[src/rtl/irq_controller.sv]
// Machine-mode interrupt controller: 64-bit mtime/mtimecmp timer, software interrupt,
// four synchronized external sources with claim/complete, and an IDLE/REQ/SERVICE handshake.
module irq_controller (
  input  logic        clk,
  input  logic        rst,
  input  logic        mmio_we,
  input  logic        mmio_re,
  input  logic [4:0]  mmio_addr,
  input  logic [31:0] mmio_wdata,
  output logic [31:0] mmio_rdata,
  input  logic [3:0]  ext_irq,
  input  logic        mstatus_mie,
  input  logic        mie_msie,
  input  logic        mie_mtie,
  input  logic        mie_meie,
  input  logic        trap_ack,
  input  logic        mret,
  output logic        interrupt,
  output logic [31:0] irq_cause
);

  typedef enum logic [1:0] {IDLE, REQ, SERVICE} state_t;

  state_t      state_q, state_d;
  logic [2:0]  reg_sel;
  logic [63:0] mtime, mtimecmp;
  logic        msip;
  logic [3:0]  ext_enable, sync1, sync2, pending, in_service;
  logic [3:0]  active, pending_next, in_service_next;
  logic        claim_any, claim_rd, claim_wr, complete_ok;
  logic [1:0]  claim_idx, complete_idx;
  logic        mtip, meip, eligible;
  logic [31:0] cause_sel;
  logic        unused_addr;

  assign reg_sel     = mmio_addr[4:2];
  assign unused_addr = ^mmio_addr[1:0];
  assign claim_rd    = mmio_re && (reg_sel == 3'd7);
  assign claim_wr    = mmio_we && (reg_sel == 3'd7);
  assign complete_ok = (mmio_wdata >= 32'd1) && (mmio_wdata <= 32'd4);
  assign complete_idx = mmio_wdata[1:0] - 2'd1;

  // A write to either half replaces it and holds the other half for that cycle.
  always_ff @(posedge clk or posedge rst) begin
    if (rst) begin
      mtime <= '0;
    end else if (mmio_we && reg_sel == 3'd0) begin
      mtime[31:0] <= mmio_wdata;
    end else if (mmio_we && reg_sel == 3'd1) begin
      mtime[63:32] <= mmio_wdata;
    end else begin
      mtime <= mtime + 64'd1;
    end
  end

  always_ff @(posedge clk or posedge rst) begin
    if (rst) begin
      mtimecmp   <= '1;
      msip       <= 1'b0;
      ext_enable <= '0;
    end else if (mmio_we) begin
      case (reg_sel)
        3'd2: mtimecmp[31:0]  <= mmio_wdata;
        3'd3: mtimecmp[63:32] <= mmio_wdata;
        3'd4: msip            <= mmio_wdata[0];
        3'd6: ext_enable      <= mmio_wdata[3:0];
        default: ;
      endcase
    end
  end

  always_ff @(posedge clk or posedge rst) begin
    if (rst) begin
      sync1 <= '0;
      sync2 <= '0;
    end else begin
      sync1 <= ext_irq;
      sync2 <= sync1;
    end
  end

  assign active = pending & ext_enable;

  always_comb begin
    claim_any = 1'b0;
    claim_idx = 2'd0;
    for (int unsigned i = 0; i < 4; i++) begin
      if (active[i] && !claim_any) begin
        claim_any = 1'b1;
        claim_idx = 2'(i);
      end
    end
  end

  // The claim clear wins over a same-cycle re-set; in_service blocks it afterwards.
  always_comb begin
    pending_next    = pending | (sync2 & ext_enable & ~in_service);
    in_service_next = in_service;
    if (claim_wr && complete_ok) in_service_next[complete_idx] = 1'b0;
    if (claim_rd && claim_any) begin
      pending_next[claim_idx]    = 1'b0;
      in_service_next[claim_idx] = 1'b1;
    end
  end

  always_ff @(posedge clk or posedge rst) begin
    if (rst) begin
      pending    <= '0;
      in_service <= '0;
    end else begin
      pending    <= pending_next;
      in_service <= in_service_next;
    end
  end

  always_ff @(posedge clk or posedge rst) begin
    if (rst) begin
      mmio_rdata <= '0;
    end else if (mmio_re) begin
      case (reg_sel)
        3'd0: mmio_rdata <= mtime[31:0];
        3'd1: mmio_rdata <= mtime[63:32];
        3'd2: mmio_rdata <= mtimecmp[31:0];
        3'd3: mmio_rdata <= mtimecmp[63:32];
        3'd4: mmio_rdata <= {31'd0, msip};
        3'd5: mmio_rdata <= {28'd0, pending};
        3'd6: mmio_rdata <= {28'd0, ext_enable};
        default: mmio_rdata <= claim_any ? (32'(claim_idx) + 32'd1) : '0;
      endcase
    end
  end

  assign mtip = (mtime >= mtimecmp);
  assign meip = |active;

  always_comb begin
    eligible  = mstatus_mie && ((meip && mie_meie) || (msip && mie_msie) || (mtip && mie_mtie));
    cause_sel = {1'b1, 31'd7};
    if (meip && mie_meie)      cause_sel = {1'b1, 31'd11};
    else if (msip && mie_msie) cause_sel = {1'b1, 31'd3};
  end

  always_ff @(posedge clk or posedge rst) begin
    if (rst) state_q <= IDLE;
    else     state_q <= state_d;
  end

  always_comb begin
    state_d = state_q;
    case (state_q)
      IDLE:    if (eligible) state_d = REQ;
      REQ:     if (trap_ack) state_d = SERVICE;
               else if (!eligible) state_d = IDLE;
      SERVICE: if (mret) state_d = IDLE;
      default: state_d = IDLE;
    endcase
  end

  always_comb begin
    interrupt = (state_q == REQ);
  end

  always_ff @(posedge clk or posedge rst) begin
    if (rst) irq_cause <= '0;
    else if (state_q == IDLE && eligible) irq_cause <= cause_sel;
  end

endmodule

[config.mk]
export PLATFORM = sky130hd
export DESIGN_NAME = irq_controller
export DESIGN_NICKNAME = d
export VERILOG_FILES = /design/src/rtl/irq_controller.sv
export SDC_FILE = /design/constraint.sdc
export NUM_CORES = 1
export LEC_CHECK = 0
export ABC_AREA = 1
export BUFFER_PORTS_ARGS = -buffer_cell sky130_fd_sc_hd__buf_2
export CAP_MARGIN = 20
export CORE_MARGIN = 8
export CORE_UTILIZATION = 30
export CTS_CLUSTER_DIAMETER = 30
export DETAILED_ROUTE_END_ITERATION = 10
export PLACE_DENSITY_LB_ADDON = 0.1
export SLEW_MARGIN = 40
export SYNTH_ARGS = -nofsm -noshare
export SYNTH_HDL_FRONTEND = slang
export SYNTH_SLANG_ARGS = --single-unit
export TNS_END_PERCENT = 1
[constraint.sdc]
create_clock -name clk -period 5.4 [get_ports clk]
set_input_delay 0 -clock clk [delete_from_list [all_inputs] [get_ports clk]]
set_output_delay 0 -clock clk [all_outputs]
set_load 0.02 [all_outputs]
## Word-level counts from Yosys, hierarchy flattened

Cells that the tools add are included.

- Input port bits: 51
- Register bits after elaboration: 215
- Word-level logic and storage cells: 102

- Order comparisons: 7
- Add/subtract/negate cells: 3
- Multiplexer cells: 26
- Eq/ne operators: 13
- Bitwise operators: 10
- Reduce and logical (&&, ||, !) cells: 30

Operator list:

| kind | number |
|---|---|
| $pmux W32 S7 | 1 |
| $mux W32 | 3 |
| $add A64 B1 Y64 const B | 1 |
| $ge A64 B64 Y1 | 1 |
| $ge A32 B1 Y1 const B | 1 |
| $le A32 B3 Y1 const B | 1 |
| $and A4 B4 Y4 | 5 |
| $logic_and A1 B1 Y1 | 17 |
| $mux W4 | 4 |
| $eq A3 B3 Y1 const B | 4 |
| $mux W2 | 6 |
| $not A4 Y4 | 3 |
| $or A4 B4 Y4 | 2 |
| $reduce_and A2 Y1 | 4 |
| $mux W1 | 7 |
| $eq A3 B2 Y1 const B | 2 |
| $lt A2 B3 Y1 const B | 2 |
| $mux W3 | 2 |
| $ne A2 B2 Y1 const B | 3 |
| $pmux W2 S3 | 1 |
| $demux W1 S2 | 2 |
| $ge A2 B1 Y1 const B | 2 |
| $reduce_or A4 Y1 | 1 |
| $add A2 B1 Y3 const B | 1 |
| other kinds (10) | 13 |

## Longest topological paths before layout

Gate-level depths: netlist of run 1.

- Depth after elaboration: 18
- Gate-level depth with buffers: 20
- Depth with buffers taken out: 20

## Worst setup path after synthesis of run 1

Ideal clock, no wire load.

- Kind: register to register
- Start: register mtimecmp[55]
- End: register irq_cause[2]
- Setup slack: 3.394 ns
- Clock period less this slack: 2.006 ns
- Data arrival time: 1.889 ns
- Cell stages (with the launch flop): 17
- Buffers on the path: 0
- Library setup time: 0.117 ns
- Cells stage by stage: dfstp_2 inv_1 ha_1 nand2_1 nor2_1 nor3b_1 nand2_1 nor2_1 nand2_1 nand2_1 nor2_1 nand2_1 nand2_1 nand2_1 nand3_1 nand2_1 nand2_1

- Cells in the longest elaborated chain, start to end: 5

RTL lines:

| what | line | RTL |
|---|---|---|
| from (decl) | 26 | `logic [63:0] mtime, mtimecmp;` |
| from (signal assigned) | 64 | `3'd3: mtimecmp[63:32] <= mmio_wdata;` |
| $ge A64 B64 Y1 | 133 | `assign mtip = (mtime >= mtimecmp);` |
| $logic_and A1 B1 Y1 | 137 | `eligible = mstatus_mie && ((meip && mie_meie) \|\| (msip && mie_msie) \|\| (mtip && mie_mtie));` |
| $logic_or A1 B1 Y1 | 137 |  |
| $logic_and A1 B1 Y1 | 137 |  |
| $logic_and A1 B1 Y1 | 165 | `else if (state_q == IDLE && eligible) irq_cause <= cause_sel;` |
| to (signal assigned) | 165 |  |
| to (decl) | 19 | `output logic [31:0] irq_cause` |

Every way passes these cells.
A chain may end at the register's enable or synchronous reset.

## Worst setup path in the final report of run 1

- Start: register mtimecmp[55]
- End: register state_q[0]

- Cells in the longest elaborated chain, start to end: 6
- Elaborated cells on any way between the ends: 7
- Those cells by class: 1 x order compare; 2 x eq/ne; 4 x reduce/logical

RTL lines:

| what | line | RTL |
|---|---|---|
| $ge A64 B64 Y1 (*) | 133 |  |
| $logic_and A1 B1 Y1 (*) | 137 |  |
| $logic_or A1 B1 Y1 (*) | 137 |  |
| $logic_and A1 B1 Y1 (*) | 137 |  |
| $ne A3 B3 Y1 (no source line) or $ne A2 B2 Y1 (tied branches) | - |  |
| $reduce_and A3 Y1 (no source line) (*) | - |  |
| to (signal assigned) | 145 | `else state_q <= state_d;` |
| to (decl) | 24 | `state_t state_q, state_d;` |

Every way passes the cells marked *; elsewhere a longest branch is shown, timed or not.

==> metrics.yaml, run 1 <==
outcome: "finished clean"
leakagePower_nw: 6.79
avgRoutedWirePerCell_microns: 20.0
port_buffers: 86
cpMostUsedCell: "nand2_1"
r2r_start: "mtimecmp[55]$_DFFE_PP1P_"
start_util: 0.303
grt_setup_unrepaired: "false"
reg2reg_depth: 17
finClkSkew_ns: 0.0186
whs_ns: 0.0502
critPathArrivalTime_ns: 4.08
period_needed_ns: 3.65
ir_worst_vdd_uv: 207
row_count: 74
track_usage: 0.199
finalWorstSetupSlack_ns: 1.75
design_power_total_w: 0.00530
cts.clk_slew.worst_paths_ns: 0.08
post-route-util: 0.352
period_share: 0.675
min-delay-path-class: "input pin to flop"
numCtsBuffers: 17
synthCells: 1693
finalHoldViolations: 0
fp.dieH_microns: 219
pin_count: 116
wl_microns: 46900
synth-edff-count: 0
synthDistinctLibCells: 52
crit_chain: "inv_1, ha_1, nand2_1, nor2_1, nor3b_1, nand2_1, nor2_1, nand2_1, nand2_1, nor2_1, nand2_1, nand2_1, nand2_1, nand4_1, dlygate4sd3_1, nand2_1, dlygate4sd3_1"
antenna-diode-count: 0
fillers: 4393
yosysSeqAreaShare: 0.382
postCtsSetupRepairBufs: 0
grt_antenna_before_repair: 0
ctsLongestPathBuffers: 2
drv_cap: 0
async_flop_share: 1.00
cts_tree: "done"
dieArea_sq_um: 48000
crit_path_end_kind: "flop"
max_freq_ghz: 0.274
place.gp.congestion: 0.957
crit_path_max_fanout: 4
setup_violations: 0
die_w_microns: 219
drt_pass1_iterations: 5
insertion_delay_ns: 0.50
drtIter0Drc: 787
cpMaxStageDelayCell: "dlygate4sd3_1"
ys_seq_elements: 186
grt_pass1_wl_microns: 72300
setup_tns_ns: 0
post-route-drc-count: 0
slew_headroom: 0.458
clock_sinks: 186
hold_depth: 5
synth.area.top_cells: "dfrtp_1 25%, dfstp_2 14%, nand2_1 13%"
tightestPinTransition_ns: 0.813
vias: 11600
multi_input_area_sq_um: 6420
cts-root-buf: "clkbuf_16"
cts.htree.levels: 4
fp.coreArea_sq_um: 40800
syn_area_per_cell_sq_um: 7.31
grt_overflow: 0
syn_area_sq_um: 12400
yosysWarnings: 0
netlist.area_leader.share: 0.247
slowest_delay_ns: 0.56
ctsResizeCount: 0
setup.worst_path.start_class: "flop"
seqCellArea_sq_um: 4730
cp-startpoint: "mtimecmp[55]$_DFFE_PP1P_"
maxSlewViolCount: 0
hp-start: "mie_msie"
antenna_left: 0
grt_pass1_vias: 11900
dp_slack_ns: 2.43
nNetsFinal: 1924
synth_top_cell_by_area: "dfrtp_1"
area_delta_synth_final_pct: 16.1
dp_hpwl_microns: 35000
drive_above_1_share: 0.139
avgViaCountPerCell: 4.95
powerDensity_nw_per_um2: 369
synthFlopType: "dfrtp_1"
required_ns: 5.84
grt_start_max_net_pins: 94
worstSetupPathType: "flop to flop"
layout by cell type (no fill, tap or decap), types with 52 or more instances in the layout:
cell,instances
nand2_1,414
inv_1,221
o21ai_0,184
nor2_1,134
dfrtp_1,122
buf_2,86
ha_1,69
nand3_1,66
dfstp_2,64
o22ai_1,55
dlygate4sd3_1,52
state kept, by name, summed over array words and instances, names as in the netlist:
name and flops:
ext_enable 4, in_service 4, irq_cause 3, mmio_rdata 32
msip 1, mtime 64, mtimecmp 64, pending 4
state_q 2, sync1 4, sync2 4
critical path, delay by kind of cell (launching register included):
kind,cells,cell delay [ns]
adders and majority gates,1,0.29
and+or+nand+nor,13,1.60
buffers and inverters,3,1.17
DFF,1,0.53
logic make-up after synthesis:
family / Yosys count / synth area share
XOR/XNOR: 18 / 0.0127
AO/OA/AOI/OAI: 368 / 0.168
other: 1 / 0.000303
AND/OR/NAND/NOR: 729 / 0.258
adder cells (fa/ha/maj): 69 / 0.0697
buffers and inverters: 322 / 0.109
flip-flops: 186 / 0.382
layer usage:
metal  vias up  global-route usage  routed length [microns]
met5         -                   0                        0
met4         0              0.0761                     1280
met3        64              0.0332                     1820
met2       240               0.323                    21600
met1      5535               0.264                    22200
li1       5784                   -                        -
layout make-up:
cell class,count,area share
flip-flops and latches,186,0.329
inverters,237,0.0626
repair buffers,151,0.0732
multi-input cells,1211,0.446
well taps,532,0.0463
clock inverters,12,0.0108
clock buffers,20,0.0318
report_power, final:
group          internal (W)  switching [W]  total [W]
Clock              0.000722       0.000649    0.00137
Sequential          0.00177       0.000357    0.00213
Combinational      0.000635        0.00117    0.00180
final timing paths:
check / to / slack, ns
max: state_q[0]$_DFFE_PP0P_ / 1.75
min: irq_cause[1]$_DFFE_PP0P_ / 0.05
max reg2reg: state_q[0]$_DFFE_PP0P_ / 1.75
min reg2reg: sync2[2]$_DFF_PP0_ / 0.35
max in group asynchronous: mtime[18]$_DFFE_PP0P_ / 4.09
min in group asynchronous: mtime[9]$_DFFE_PP0P_ / 0.15
synth_stat cells (all sizes together), types with 2 or more instances:
cell	count
clkinv	5
inv	232
clkbuf	38
xor2	17
o22ai	55
a31oi	6
nor2	152
nand3	67
nand4	41
o211ai	28
nor3	26
a21o	3
nand2	426
a21oi	49
nor4	11
o2111ai	3
o311ai	9
o21ai	207
a32oi	2
ha	69
dfstp	64
o31ai	4
dfrtp	122
or2	2
buf	47
what timing repair did:
item | 4_1_cts | 5_1_grt
endpoints found under the setup margin | 0 | 0
endpoints found under the hold margin | 213 | 0
hold buffers | 52 | 0
per-stage QoR:
stage	instance area [sq um]	std cells
final	14400	2349
after global routing	14400	2349
after global placement	13200	2265
after CTS	14400	2349
after detailed placement	13200	2265
after floorplan	12500	1719
Power figures use the tool's default switching activity.
==> inputs of run 2 (changes only) <==
- ABC_AREA: 1 -> 0
- clock period: 5.4 -> 3.7 ns (I/O delays scaled with it)
==> run 2 against run 1 <==
  * Cell area shrank 8.3%
  * Clock-buffer cell count decreased by 3
  * Largest power group unchanged
  * Critical path depth is 6 lower
==> metrics.yaml, run 2 <==
synthCells: 1260  # was 1693
period_share: 0.927  # was 0.675
syn_area_sq_um: 11200  # was 12400 sq um
fp.coreArea_sq_um: 36700  # was 40800 sq um
ir_worst_vdd_uv: 253  # was 207 uV
fp.dieH_microns: 209  # was 219 microns
powerDensity_nw_per_um2: 538  # was 369 nW/um^2
postCtsSetupRepairBufs: 0  # unchanged
netSwitchingFraction: 0.356  # was 0.410
synth_top_cell_by_area: "dfrtp_1"  # unchanged
track_usage: 0.173  # was 0.199
slew_headroom: 0.454  # was 0.458
finalInstanceArea_sq_um: 13200  # was 14400 sq um
setup.worst_path.start_class: "flop"  # unchanged
grt_setup_unrepaired: "false"  # unchanged
ctsLongestPathBuffers: 2  # unchanged
setup_tns_ns: 0  # unchanged
yosysSeqAreaShare: 0.423  # was 0.382
pwr-share-comb: 0.284  # was 0.340
dp_slack_ns: 0.850  # was 2.43 ns
internal_power_w: 0.00457  # was 0.00313 W
cp_top_family: "compound AO/OA/AOI/OAI gates"  # was simple AND/OR/NAND/NOR gates
grt_antenna_before_repair: 0  # unchanged
layout_commonest_cell: "dfrtp_1"  # was nand2_1
synthDistinctLibCells: 70  # was 52
dieArea_sq_um: 43700  # was 48000 sq um
numCtsBuffers: 17  # unchanged
vias: 9829  # was 11600
critical_path_buf_inv_count: 3  # unchanged
place.gp.congestion: 0.789  # was 0.957
placed_area_sq_um: 12100  # was 13200 sq um
dp_hpwl_microns: 26800  # was 35000 microns
p_switching_w: 0.00252  # was 0.00217 W
wl_microns: 37400  # was 46900 microns
grt_overflow: 0  # unchanged
synth_common_cells: "122 x dfrtp_1, 120 x nand2_1, 108 x a21oi_1, 108 x o21ai_0, 88 x nor2_1"  # was 417 x nand2_1, 222 x inv_1, 184 x o21ai_0
die_w_microns: 209  # was 219 microns
crit_path_max_fanout: 3  # was 4
grt_pass1_vias: 10100  # was 11900
mostFrequentLayoutCells: "122 x dfrtp_1, 118 x nand2_1, 108 x o21ai_0, 108 x a21oi_1, 88 x nor2_1"  # was 414 x nand2_1, 221 x inv_1, 184 x o21ai_0
power_frac_seq: 0.433  # was 0.401
cts_tree: "done"  # unchanged
start_util: 0.305  # was 0.303
min-delay-path-class: "input pin to flop"  # unchanged
outcome: "finished clean"  # unchanged
avgViaCountPerCell: 5.33  # was 4.95
async_flop_share: 1.00  # unchanged
drt_pass1_iterations: 5  # unchanged
clock_sinks: 186  # unchanged
insertion_delay_ns: 0.45  # was 0.50 ns
avgRoutedWirePerCell_microns: 20.3  # was 20.0 microns
row_count: 70  # was 74
finClkSkew_ns: 0.0116  # was 0.0186 ns
synth.area.top_cells: "dfrtp_1 27%, dfstp_2 15%, ha_1 7.7%"  # was dfrtp_1 25%, dfstp_2 14%, nand2_1 13%
finalHoldViolations: 0  # unchanged
required_ns: 4.03  # was 5.84 ns
yosysWarnings: 0  # unchanged
drv_cap: 0  # unchanged
crit_path_end_kind: "flop"  # unchanged
setup_violations: 0  # unchanged
port_buffers: 86  # unchanged
area_delta_synth_final_pct: 17.8  # was 16.1%
leakagePower_nw: 5.53  # was 6.79 nW
design_power_total_w: 0.00709  # was 0.00530 W
antenna_left: 0  # unchanged
grt_pass1_wl_microns: 59800  # was 72300 microns
cts-root-buf: "clkbuf_16"  # unchanged
crit_chain: "inv_1, ha_1, a21oi_1, o21ai_0, a221oi_1, o22ai_1, nor4b_1, buf_4, a21boi_0, o21a_1, dlygate4sd3_1"  # was inv_1, ha_1, nand2_1, nor2_1, nor3b_1, nand2_1, nor2_1, nand2_1, nand2_1, nor2_1, nand2_1, nand2_1, nand2_1, nand4_1, dlygate4sd3_1, nand2_1, dlygate4sd3_1
nNetsFinal: 1483  # was 1924
period_needed_ns: 3.43  # was 3.65 ns
tightestPinTransition_ns: 0.812  # was 0.813 ns
whs_ns: 0.0343  # was 0.0502 ns
syn_area_per_cell_sq_um: 8.88  # was 7.31 sq um
netlist.area_leader.share: 0.273  # was 0.247
synthFlopType: "dfrtp_1"  # unchanged
cts.clk_slew.worst_paths_ns: 0.07  # was 0.08 ns
finalWorstSetupSlack_ns: 0.268  # was 1.75 ns
ys_seq_elements: 186  # unchanged
hold_buffers: 47  # was 52
max_freq_ghz: 0.291  # was 0.274 GHz
cpMaxStageDelayCell: "a221oi_1"  # was dlygate4sd3_1
drive_above_1_share: 0.198  # was 0.139
grt_start_max_net_pins: 101  # was 94
drtIter0Drc: 619  # was 787
slowest_delay_ns: 0.58  # was 0.56 ns
antenna-diode-count: 0  # unchanged
post-route-drc-count: 0  # unchanged
largestRegisters: "mtime: 64 flops, mtimecmp: 64 flops, mmio_rdata: 32 flops"  # unchanged
worstSetupPathType: "flop to flop"  # unchanged
ctsResizeCount: 0  # unchanged
pin_count: 116  # unchanged
clkPwrFrac: 0.283  # was 0.259
cts.htree.levels: 4  # unchanged
yosysMostFrequentCell: "dfrtp_1"  # was nand2_1
synth-edff-count: 0  # unchanged
maxSlewViolCount: 0  # unchanged
critPathArrivalTime_ns: 3.76  # was 4.08 ns
-- run 2: cell count changes after synthesis, moves of 46 or more --
cell and change:
nor2_1 -46, nand2_1 -297, a22oi_1 +66, a21oi_1 +59, inv_1 -136, o21ai_0 -76
-- run 2: path summary, 6_finish.rpt --
path	slack, ns	cells past startpoint	end	start
worst max-delay path	0.27	11	state_q[0]$_DFFE_PP0P_	mtimecmp[33]$_DFFE_PP1P_
worst min-delay path	0.03	3	msip$_DFFE_PP0P_	mmio_addr[4]
worst max register to register	0.27	11	state_q[0]$_DFFE_PP0P_	mtimecmp[33]$_DFFE_PP1P_
worst min register to register	0.35	0	sync2[0]$_DFF_PP0_	sync1[0]$_DFF_PP0_
max in group asynchronous	2.66	4	mmio_rdata[24]$_DFFE_PP0P_	rst
min in group asynchronous	0.08	3	mtime[48]$_DFFE_PP0N_	rst
-- run 2: tightest hold or removal path: stages --
cell and delay (ns):
buf_2 0.20, nand3_1 0.11, mux2_2 0.14
-- run 2: kinds of logic (layout without fill, tap and decap cells) --
group,Yosys count,in the layout,synth area share
xor+xnor,3,3,0.00235
buf+inv,190,280,0.0754
compound gates,404,404,0.221
fa+ha+maj,69,69,0.0771
flops,186,186,0.423
simple gates,367,367,0.160
mux,40,40,0.0401
other cells,1,27,0.000335
-- run 2: cell type report --
class	instances	area, sq um
clock buffer	17	425
clock inverter	15	194
fill	3801	23500
inverter	86	327
multi-input combinational	910	5740
sequential	186	4730
tap	468	586
timing repair buffer	162	1180
-- run 2: stage by stage --
| step | cells | utilization |
|---|---|---|
| finish | 1844 | 0.359 |
| global route | 1844 | 0.359 |
| CTS | 1844 | 0.359 |
| detailed placement | 1765 | 0.329 |
| global placement | 1764 | 0.329 |
| floorplan | 1286 | - |
-- run 2: power groups by stage --
stage | clock network, W | registers (W) | logic, W
2_1_floorplan | 0 | 0.00302 | 0.00135
3_3_place_gp | 0 | 0.00310 | 0.00195
3_5_place_dp | 0 | 0.00311 | 0.00197
4_1_cts | 0.00208 | 0.00308 | 0.00204
5_1_grt | 0.00216 | 0.00316 | 0.00232
6_report | 0.00201 | 0.00307 | 0.00201
-- run 2: layer usage --
layer | global-route usage | wire length (microns) | vias up
met5 | 0 | 0 | -
met4 | 0.0365 | 369 | 0
met3 | 0.0274 | 1300 | 17
met2 | 0.286 | 18100 | 177
met1 | 0.235 | 17700 | 4868
li1 | - | - | 4767
==> inputs of run 3 (changes only) <==
- CORE_MARGIN: 8 -> not set
==> run 3 against run 2 <==
  * Sequential share of layout area about the same
  * Global-route usage is 2.3 points higher
  * Critical endpoint unchanged
  * Largest cell class unchanged
  * Largest power group unchanged
  * Total power decreased by 0.18%
==> metrics.yaml, run 3 (synthesized netlist as in run 2, its figures left out) <==
outcome: "finished clean"  # unchanged
dp_slack_ns: 0.867  # was 0.850 ns
crit_path_end_kind: "flop"  # unchanged
layout_commonest_cell: "dfrtp_1"  # unchanged
routed.top_layer: "met4"  # unchanged
maxSlewViolCount: 0  # unchanged
wl_met3_microns: 1110  # was 1300 microns
hold_depth: 3  # unchanged
finClkSkew_ns: 0.0112  # was 0.0116 ns
ir_worst_vdd_uv: 270  # was 253 uV
drtIter0Drc: 599  # was 619
clock_sinks: 186  # unchanged
area_delta_synth_final_pct: 17.7  # was 17.8%
drt-met1-wl_microns: 17700  # about the same
die_w_microns: 195  # was 209 microns
ctsLongestPathBuffers: 2  # unchanged
setup_violations: 0  # unchanged
row_count: 70  # unchanged
grt_setup_unrepaired: "false"  # unchanged
max_freq_ghz: 0.300  # was 0.291 GHz
postCtsSetupRepairBufs: 0  # unchanged
crit_path_max_fanout: 3  # unchanged
setup_tns_ns: 0  # unchanged
fp.coreArea_sq_um: 36700  # unchanged
wl_microns: 36900  # was 37400 microns
cts.htree.levels: 4  # unchanged
grt_overflow: 0  # unchanged
period_share: 0.901  # was 0.927
grt_pass1_vias: 9466  # was 10100
required_ns: 4.03  # about the same
drive_above_1_share: 0.199  # was 0.198
met2WireLength_microns: 17700  # was 18100 microns
drv_cap: 0  # unchanged
nNetsFinal: 1487  # was 1483
tightestPinTransition_ns: 0.769  # was 0.812 ns
dp_hpwl_microns: 26500  # was 26800 microns
slew_headroom: 0.482  # was 0.454
place.gp.congestion: 0.812  # was 0.789
hp-start: "mmio_we"  # was mmio_addr[4]
vias: 9862  # was 9829
drt_pass1_iterations: 5  # unchanged
pin_count: 116  # unchanged
setup.worst_path.start_class: "flop"  # unchanged
cts.clk_slew.worst_paths_ns: 0.08  # was 0.07 ns
track_usage: 0.196  # was 0.173
design_power_total_w: 0.00708  # was 0.00709 W
whs_ns: 0.0243  # was 0.0343 ns
critPathArrivalTime_ns: 3.66  # was 3.76 ns
period_needed_ns: 3.33  # was 3.43 ns
start_util: 0.305  # unchanged
hold_buffers: 47  # unchanged
powerDensity_nw_per_um2: 538  # about the same
largestRegisters: "mtime: 64 flops, mtimecmp: 64 flops, mmio_rdata: 32 flops"  # unchanged
reg2reg_depth: 11  # unchanged
leakagePower_nw: 5.51  # was 5.53 nW
finalWorstSetupSlack_ns: 0.368  # was 0.268 ns
fp.dieH_microns: 195  # was 209 microns
mostFrequentLayoutCells: "122 x dfrtp_1, 118 x nand2_1, 108 x o21ai_0, 108 x a21oi_1, 88 x nor2_1"  # unchanged
grt_pass1_wl_microns: 57200  # was 59800 microns
cts_tree: "done"  # unchanged
cts-root-buf: "clkbuf_16"  # unchanged
dieArea_sq_um: 38100  # was 43700 sq um
post-route-drc-count: 0  # unchanged
port_buffers: 86  # unchanged
worstSetupPathType: "flop to flop"  # unchanged
avgRoutedWirePerCell_microns: 19.9  # was 20.3 microns
insertion_delay_ns: 0.45  # about the same
numCtsBuffers: 17  # unchanged
grt_antenna_before_repair: 0  # unchanged
antenna-diode-count: 0  # unchanged
min-delay-path-class: "input pin to flop"  # unchanged
antenna_left: 0  # unchanged
finalHoldViolations: 0  # unchanged
ctsResizeCount: 0  # unchanged
grt_start_max_net_pins: 58  # was 101
cp-startpoint: "mtimecmp[33]$_DFFE_PP1P_"  # unchanged
r2r_start: "mtimecmp[33]$_DFFE_PP1P_"  # unchanged
avgViaCountPerCell: 5.34  # was 5.33
## run 3: changes by cell type in the layout (fill, tap and decap cells not counted)
cell,change
bufinv_16,-1
clkinv_1,+1
clkinvlp_4,+4
buf_12,-3
inv_8,+3
inv_6,-2
buf_6,-1
clkinv_2,-5
buf_4,+8
## run 3: routing by layer
| metal | up-vias | track usage |
|---|---|---|
| li1 | 4761 | - |
| met1 | 4912 | 0.271 |
| met2 | 168 | 0.325 |
| met3 | 21 | 0.0282 |
| met4 | 0 | 0.0367 |
| met5 | - | 0 |
## run 3: metrics by stage
step	area, sq um	util	cells
4_1_cts	13200	0.359	1848
3_3_place_gp	12100	0.329	1769
6_report	13200	0.359	1848
2_1_floorplan	11300	-	1286
3_5_place_dp	12100	0.329	1769
5_1_grt	13200	0.359	1848
## run 3: layout make-up
cell class,instances,area (sq um)
Clock buffer,17,425
Inverter,86,327
Clock inverter,15,189
Sequential cell,186,4730
Multi-Input combinational cell,910,5740
Fill cell,3765,23500
Timing Repair Buffer,166,1170
Tap cell,468,586
## run 3: where the power goes
| part | leakage [nW] | switching (W) | internal [W] |
|---|---|---|---|
| logic | 3.14 | 0.00117 | 0.000854 |
| registers | 2.08 | 0.000494 | 0.00258 |
| clock network | 0.289 | 0.000903 | 0.00108 |
## run 3: path summary, 6_finish.rpt
| kind | to | slack (ns) |
|---|---|---|
| worst max-delay path | state_q[0]$_DFFE_PP0P_ | 0.37 |
| worst min-delay path | msip$_DFFE_PP0P_ | 0.02 |
| worst max register to register | state_q[0]$_DFFE_PP0P_ | 0.37 |
| worst min register to register | sync2[1]$_DFF_PP0_ | 0.35 |
| max in group asynchronous | mtimecmp[58]$_DFFE_PP1P_ | 2.83 |
| min in group asynchronous | mmio_rdata[19]$_DFFE_PP0P_ | 0.06 |
## run 3: worst max-delay path: stages, from the launching register on
cell and delay, ns:
dfstp_2 0.56, inv_1 0.05, ha_1 0.29, a21oi_1 0.14, o21ai_0 0.14, a221oi_1 0.51, o22ai_1 0.13, nor4b_1 0.33
buf_4 0.19, a21boi_0 0.12, o21a_1 0.20, dlygate4sd3_1 0.55
